==> config.mk <==
export PLATFORM = sky130hd
export DESIGN_NAME = barrel_shifter4
export DESIGN_NICKNAME = d
export VERILOG_FILES = /design/src/rtl/barrel_shifter4.sv
export SDC_FILE = /design/constraint.sdc
export NUM_CORES = 1
export LEC_CHECK = 0
export BUFFER_PORTS_ARGS = -buffer_cell sky130_fd_sc_hd__buf_2
export CAP_MARGIN = 10
export CORE_AREA = 2 2 39 41
export CTS_BUF_LIST = sky130_fd_sc_hd__clkbuf_2 sky130_fd_sc_hd__clkbuf_4 sky130_fd_sc_hd__clkbuf_8
export CTS_CLUSTER_DIAMETER = 150
export DETAILED_ROUTE_END_ITERATION = 6
export DIE_AREA = 0 0 41 43
export GPL_TIMING_DRIVEN = 0
export REMOVE_ABC_BUFFERS = 1
export SLEW_MARGIN = 20
export SYNTH_ARGS = -nofsm -noshare
export SYNTH_HDL_FRONTEND = slang
export SYNTH_SLANG_ARGS = --single-unit
export TNS_END_PERCENT = 20
==> constraint.sdc <==
create_clock -name clk -period 1 [get_ports clk]
set_input_delay 0.2 -clock clk [delete_from_list [all_inputs] [get_ports clk]]
set_output_delay 0.2 -clock clk [all_outputs]
set_load 0.05 [all_outputs]
==> src/rtl/barrel_shifter4.sv <==
// 4-bit registered barrel shifter: rotate right/left, logical or arithmetic right shift
// by 0..3 built from a shift-by-1 stage and a shift-by-2 stage, with one cycle of latency.
module barrel_shifter4 (
    input  logic       clk,
    input  logic       rst_n,
    input  logic       A0,
    input  logic       A1,
    input  logic       A2,
    input  logic       A3,
    input  logic       S0,
    input  logic       S1,
    input  logic [1:0] mode,
    input  logic       in_valid,
    output logic       Y0,
    output logic       Y1,
    output logic       Y2,
    output logic       Y3,
    output logic       out_valid
);

    localparam logic [1:0] MODE_ROR = 2'b00;
    localparam logic [1:0] MODE_ROL = 2'b01;
    localparam logic [1:0] MODE_LSR = 2'b10;
    localparam logic [1:0] MODE_ASR = 2'b11;

    // Both stages keep bit 3 unchanged in arithmetic mode, so a[3] is still the original A3.
    function automatic logic [3:0] shift_by1(input logic [3:0] a, input logic [1:0] m);
        logic [3:0] r;
        case (m)
            MODE_ROR: r = {a[0], a[3:1]};
            MODE_ROL: r = {a[2:0], a[3]};
            MODE_LSR: r = {1'b0, a[3:1]};
            MODE_ASR: r = {a[3], a[3:1]};
            default:  r = a;
        endcase
        return r;
    endfunction

    function automatic logic [3:0] shift_by2(input logic [3:0] a, input logic [1:0] m);
        logic [3:0] r;
        case (m)
            MODE_ROR: r = {a[1:0], a[3:2]};
            MODE_ROL: r = {a[1:0], a[3:2]};
            MODE_LSR: r = {2'b00, a[3:2]};
            MODE_ASR: r = {{2{a[3]}}, a[3:2]};
            default:  r = a;
        endcase
        return r;
    endfunction

    logic [3:0] a_in;
    logic [3:0] stage1;
    logic [3:0] y_d;
    logic [3:0] y_q;
    logic       vld_q;

    assign a_in   = {A3, A2, A1, A0};
    assign stage1 = S0 ? shift_by1(a_in, mode) : a_in;
    assign y_d    = S1 ? shift_by2(stage1, mode) : stage1;

    // Output register stage
    always_ff @(posedge clk or negedge rst_n) begin
        if (!rst_n) begin
            y_q   <= 4'b0000;
            vld_q <= 1'b0;
        end else begin
            vld_q <= in_valid;
            if (in_valid) begin
                y_q <= y_d;
            end
        end
    end

    assign Y0        = y_q[0];
    assign Y1        = y_q[1];
    assign Y2        = y_q[2];
    assign Y3        = y_q[3];
    assign out_valid = vld_q;

endmodule

# Word-level counts from Yosys, hierarchy flattened
# Index checks and enable logic that the tools add are counted.
word_totals:
  inputBits: 11
  elab_cells: 11
  output_inout_bits: 5
  regBits: 5
op_classes:
  n_reduce_logical: 2
  mux: 4
  eq_ne: 3
ops:
  columns: ["operator", "n"]
  rows:
  - ["case mux 4 bit (4 select lines)", 1]
  - ["case mux 4 bit (3 select lines)", 1]
  - ["2-to-1 mux 4 bit", 2]
  - ["== test 2 bit (second input constant)", 2]
  - ["== test 2 x 1 -> 1 bit (second input constant)", 1]
  - ["logical NOT 2 bit", 1]
  - ["OR reduction 2 bit", 1]

# Logic depth before layout (Yosys ltp)
# Gate-level depths: netlist (run 1).
depth:
  word_depth: 5
  depth_mapped: 5
  mapped_depth_nobuf: 4

# Least setup slack after synthesis (run 1)
# No wires, ideal clock.
synth_timing:
  path_kind: "in2reg"
  from: "input mode[0]"
  to: "register y_q[1]"
  setup_ps: 82
  arrival_time_ps: 1084
  path_buffers: 1
  slack_ps: -166
  required_time_ps: 918
  cell_stages: 5
  cell_sequence: "buf_4 -> and2b_2 -> mux2i_1 -> a211o_1 -> a31oi_1"
synth_via:
  elab_chain_cells: 5
  word_cells_on_any_way: 8
  cone_classes: "eq/ne (3); mux (4); reduce/logical (1)"
synth_rtl:
  columns: ["element", "line_no", "rtl"]
  rows:
  - ["start, declared", "12", "input logic [1:0] mode,"]
  - ["== test 2 bit (tied with other cells)", "29", "case (m)"]
  - ["case mux 4 bit (4 select lines) (*)", "29", null]
  - ["2-to-1 mux 4 bit (*)", "58", "assign stage1 = S0 ? shift_by1(a_in, mode) : a_in;"]
  - ["case mux 4 bit (3 select lines)", "41", "case (m)"]
  - ["2-to-1 mux 4 bit (*)", "59", "assign y_d = S1 ? shift_by2(stage1, mode) : stage1;"]
  - ["end signal, assigned", "69", "y_q <= y_d;"]
  - ["end, declared", "54", "logic [3:0] y_q;"]
# Mark *: on every way between the ends. The rest lies on a longest branch, timed or not. The select of a mux whose other input is x is not followed.
# A chain may end at the register's enable or synchronous reset.

# Worst setup path in the final report (run 1)
layout_timing:
  from: "register y_q[2]"
  to: "output Y2"
layout_rtl:
  columns: ["element", "line_no", "rtl"]
  rows:
  - ["end, declared", "16", "output logic Y2,"]
# No word-level cell between the ends.

==> impl_metrics.py, run 1 <==
metrics = {
    "die": {
        "core.rowCount": 14,
        "ios": 16,
        "initial_core_util_pct": 26.1,
        "die_x_um": 41,
        "die_y_um": 43,
        "core-area_um2": 1380,
        "die_area_um2": 1760,
    },
    "drt": {
        "first_pass_iters": 4,
        "drc": 0,
        "drt_iter0_markers": 12,
        "vias_per_cell": 5.05,
        "drt_wl_total_um": 862,
        "vias": 374,
        "wl_per_cell_um": 11.6,
        "ant_nets": 0,
    },
    "cts": {
        "root_buffer": "clkbuf_4",
        "path_clk_slew_ns": 0.04,
        "clk_latency_ns": 0.24,
        "cts_max_path_buffers": 2,
        "cts_tree": "built",
        "cts_made_buffers": 3,
        "cts_setup_buffers": 0,
        "cts.sinks": 5,
        "h-tree-depth": 1,
    },
    "synthesis": {
        "ys_types": 22,
        "netlist_area_um2": 362,
        "netlist_instances": 40,
        "yosys.area.top_type": "dfrtp_1",
        "synth-seq-cells": 5,
        "synth_common_cells": "dfrtp_1 (5), mux2i_1 (5), nor2_1 (4)",
        "syn_avg_cell_area_um2": 9.04,
        "synth_top_cell_area_share_pct": 34.6,
        "ys_seq_area_share_pct": 34.6,
        "synthTopCellsByArea": "dfrtp_1 (35%), mux2i_1 (14%), a211o_1 (4.8%), nand3_1 (4.2%), a211oi_1 (4.2%)",
        "synth_top_flop_cell": "dfrtp_1",
        "synth_edf_count": 0,
        "synth-async-reset-ratio_pct": 100,
        "yosysWarnings": 0,
    },
    "min_path": {
        "hold_path_class": "input pin to register",
    },
    "power_and_ir_drop": {
        "p_leak_nw": 0.244,
        "vdd.ir_drop.worst_mv": 0.353,
        "powerDensity_nw_per_um2": 1450,
    },
    "setup_path": {
        "slowest_delay_ns": 0.38,
        "critPathKind": "register to output pin",
        "critical-path-slowest-cell": "dfrtp_1",
        "crit_arrival_ns": 0.78,
        "required_ns": 0.80,
        "critPathBufInv": 1,
        "crit_chain": "buf_6",
        "path_delay_family": "flip-flops",
        "crit_path_end_kind": "output pin",
        "worstPathMaxFanout": 2,
        "worstSetupStartpointType": "register",
    },
    "status": {
        "status": "finished clean",
    },
    "placement": {
        "gp_congestion": 0.738,
        "dp_hpwl_um": 670,
        "pre_cts_ws_ns": -0.251,
        "place_inst": 69,
        "placed_area_um2": 444,
        "io_buffers": 15,
    },
    "sta": {
        "min_period_ns": 0.982,
        "slew_violations": 0,
        "rsz0062_at_grt": "true",
        "hold_viol": 0,
        "setup_ws_ns": 0.0183,
        "worstMarginPinSlew_ns": 0.266,
        "max_freq_ghz": 1.02,
        "finalSetupViolCount": 0,
        "fin_skew_ns": 0,
        "max_slew_margin_pct": 82.3,
        "setup_tns_ns": 0,
        "period_share_pct": 98.2,
    },
    "global_route": {
        "overflow": 0,
        "grt_pass1_wl_um": 1390,
        "antenna_found_initial": 0,
        "grt_pass1_vias": 345,
        "track_usage_pct": 11.5,
        "grt_max_degree": 11,
    },
    "cells_and_area": {
        "syn_to_final_growth_pct": 46.0,
        "antenna_cells": 0,
        "layoutNonFillerInstCount": 74,
        "drive_above_1_share_pct": 41.4,
        "stdcell_area_um2": 528,
        "fin_nets": 70,
    },
    "run": {
        "maxCapViolCount": 0,
    },
}
## layer usage
layer	global-route usage, %	vias up	part of all wire [%]
met5	0	-	0
met4	6.00	0	0
met3	3.14	0	7.7
met2	15.3	17	44
met1	16.3	170	49
li1	-	187	-
## through the flow
step	hold WS, ns	total power [mW]	utilization [%]
after detailed placement	0.0190	0.472	32.1
final	0.172	0.768	38.2
after global placement	0.0152	0.468	32.1
after floorplan	-0.0956	0.391	-
after CTS	0.167	0.773	37.2
after global routing	0.169	0.816	38.2
## repair_timing
action	in CTS	in global routing
gates resized for setup	10	4
endpoints found under the setup margin	6	6
pin swaps	0	2
hold buffers	1	0
hold endpoints to repair	5	0
## state kept, by name, summed over array words and instances, names as in the netlist
| name | cells |
|---|---|
| y_q | 4 |
| out_valid | 1 |
## layout by cell type (no fill, tap or decap), drive strengths merged, types with 2 or more instances in the layout
cell type	netlist	routed
or2	2	2
nand2b	2	2
nand3	3	3
buf	2	15
a211o	2	2
dfrtp	5	5
inv	2	2
nor2	4	4
a211oi	2	2
clkbuf	0	4
mux2i	5	5
## power breakdown
group | leakage, nW | internal, mW | total, mW | switching, mW
Clock | 0.0184 | 0.178 | 0.257 | 0.0791
Sequential | 0.0577 | 0.227 | 0.242 | 0.0159
Combinational | 0.168 | 0.109 | 0.269 | 0.160
Total | 0.244 | 0.513 | 0.768 | 0.255
## cell families after synthesis
group                  share of synthesized area, %
multiplexers                                   13.8
flip-flops                                     34.6
buffers and inverters                          5.54
AO/OA/AOI/OAI                                  23.5
AND/OR/NAND/NOR                                22.5
## area by class of cell
type / instances / area, um2
clock buffers: 4 / 30.0
fillers: 144 / 856
inverters: 2 / 7.51
multi-input cells: 31 / 224
flip-flops and latches: 5 / 125
well taps: 16 / 20.0
repair buffers: 16 / 121
## final timing paths
check | from | end | slack (ns) | cells past startpoint
min in group asynchronous | rst_n | y_q[0] | 0.32 | 2
worst min-delay path | in_valid | out_valid | 0.17 | 1
worst min register to register | y_q[0] | y_q[0] | 0.53 | 2
worst max-delay path | y_q[2] | Y2 | 0.02 | 1
worst max register to register | y_q[3] | y_q[3] | 0.24 | 1
max in group asynchronous | rst_n | y_q[1] | 0.55 | 2
(Power assumes the default switching activity.)
==> inputs of run 2 (changes only) <==
- clock period: 1 -> 0.87 ns (I/O delays scaled with it)
==> run 2 against run 1 <==
- the flow now finishes with violations (negative setup slack)
- sequential power grew 15%
- first-iteration DRC count unchanged
- sequential share of layout area is 1.6 points lower
- routed wire length grew 4.8%
- count of clock-buffer cells in the layout is the same
- final cell count rose by 2.7%
- hold slack got worse by 0.018 ns
- design area up 7.3%
- die area is the same
- clock skew did not move
- global-route usage up 0.80 points
- critical path type unchanged
- highest routed layer unchanged
==> impl_metrics.py, run 2 (synthesis gave the netlist of run 1 again) <==
metrics = {
    "cells_and_area": {
        "drive_above_1_share_pct": 43.3,
        "final_common_cell": "buf_2",
        "fin_nets": 72,
        "syn_to_final_growth_pct": 56.7,
        "largest_reg_flops": 4,
        "largest_register": "y_q",
        "final_util_pct": 41.0,
        "antenna_cells": 0,
        "mostFrequentLayoutCells": "buf_2 (8), mux2i_1 (5), dfrtp_1 (5), buf_6 (5)",
    },
    "sta": {
        "max_slew_margin_pct": 80.5,
        "fin_skew_ns": 0,
        "rsz0062_at_grt": "true",
        "period_share_pct": 109,
        "setup_ws_ns": -0.0808,
        "max_freq_ghz": 1.05,
        "worstMarginPinSlew_ns": 0.293,
        "min_period_ns": 0.951,
        "slew_violations": 0,
        "finalSetupViolCount": 7,
        "hold_viol": 0,
    },
    "cts": {
        "cts_tree": "built",
        "cts_made_buffers": 3,
        "cts.sinks": 5,
        "clk_latency_ns": 0.24,
        "root_buffer": "clkbuf_4",
        "h-tree-depth": 1,
        "path_clk_slew_ns": 0.04,
        "cts_max_path_buffers": 2,
    },
    "drt": {
        "wl_per_cell_um": 11.9,
        "drc": 0,
        "vias": 372,
        "vias_per_cell": 4.89,
        "ant_nets": 0,
        "first_pass_iters": 4,
        "drt_wl_total_um": 903,
        "drt_iter0_markers": 12,
    },
    "die": {
        "die_x_um": 41,
        "core-area_um2": 1380,
        "core.rowCount": 14,
        "initial_core_util_pct": 26.1,
        "ios": 16,
        "die_y_um": 43,
        "die_area_um2": 1760,
    },
    "status": {
        "violations": "negative setup slack",
        "status": "finished with violations",
    },
    "placement": {
        "io_buffers": 15,
        "gp_congestion": 0.738,
        "dp_hpwl_um": 670,
        "pre_cts_ws_ns": -0.355,
    },
    "setup_path": {
        "required_ns": 0.70,
        "critical-path-slowest-cell": "dfrtp_1",
        "crit_arrival_ns": 0.78,
        "worstPathMaxFanout": 2,
        "crit_path_end_kind": "output pin",
        "crit_chain": "buf_6",
        "slowest_delay_ns": 0.38,
        "worstSetupStartpointType": "register",
        "critPathBufInv": 1,
        "critPathKind": "register to output pin",
        "path_delay_family": "flip-flops",
    },
    "power_and_ir_drop": {
        "vdd.ir_drop.worst_mv": 0.405,
        "p_leak_nw": 0.262,
        "powerDensity_nw_per_um2": 1610,
    },
    "global_route": {
        "overflow": 0,
        "track_usage_pct": 12.3,
        "grtUsageMet1_pct": 16.3,
        "grt-busiest-layer": "met2",
        "grt_max_degree": 11,
        "use_met3_pct": 3.14,
        "grt_pass1_vias": 363,
        "grtUsageMet2_pct": 17.8,
        "grt_pass1_wl_um": 1480,
        "antenna_found_initial": 0,
    },
    "run": {
        "maxCapViolCount": 0,
    },
    "min_path": {
        "hold_path_class": "input pin to register",
    },
}
[run 2: area by class of cell]
class                           count  area [um2]
Inverter                            2        7.51
Timing Repair Buffer               18         151
Fill cell                         139         817
Tap cell                           16        20.0
Clock buffer                        4        30.0
Sequential cell                     5         125
Multi-Input combinational cell     31         233
[run 2: path summary, 6_finish.rpt]
kind / start / end / slack [ns] / depth (start not counted)
setup / recovery: y_q[0] / Y0 / -0.08 / 1
hold / removal: in_valid / out_valid / 0.15 / 1
setup reg to reg: y_q[3] / y_q[3] / 0 / 2
hold reg to reg: y_q[0] / y_q[0] / 0.53 / 2
max in group asynchronous: rst_n / y_q[3] / 0.43 / 2
min in group asynchronous: rst_n / y_q[0] / 0.31 / 2
[run 2: stage by stage]
| step | setup TNS [ns] | hold slack, ns | power (mW) | instances | instance area, um2 |
|---|---|---|---|---|---|
| floorplan | -0.366 | -0.122 | 0.450 | 38 | 349 |
| global placement | -1.07 | -0.0108 | 0.538 | 69 | 444 |
| detailed placement | -1.09 | -0.00701 | 0.543 | 69 | 444 |
| CTS | -0.433 | 0.148 | 0.928 | 76 | 567 |
| global route | -0.623 | 0.149 | 0.972 | 76 | 567 |
| finish | -0.393 | 0.153 | 0.915 | 76 | 567 |
[run 2: report_power, final]
group	total, mW	switching [mW]	internal, mW
combinational	0.343	0.191	0.151
sequential	0.278	0.0177	0.260
clock	0.294	0.0900	0.204
[run 2: per-layer routing]
layer  up-vias  wire length [um]
met1       166               416
met5         -                 0
met4         0                 0
met2        15               420
met3         0                65
li1        191                 -
[run 2: worst reg2reg max path, delay by kind of cell (launching register included)]
family,cells,cell delay (ns)
flip-flops,1,0.38
buffers and inverters,1,0.14
AO/OA/AOI/OAI,1,0.24
[run 2: repair_timing]
action                                 in CTS  in global routing
buffers inserted                            2                  0
resized for setup                          18                  0
endpoints found under the hold margin       5                  0
pin swaps                                   2                  1
setup endpoints to repair                   8                  7
hold buffers                                1                  0
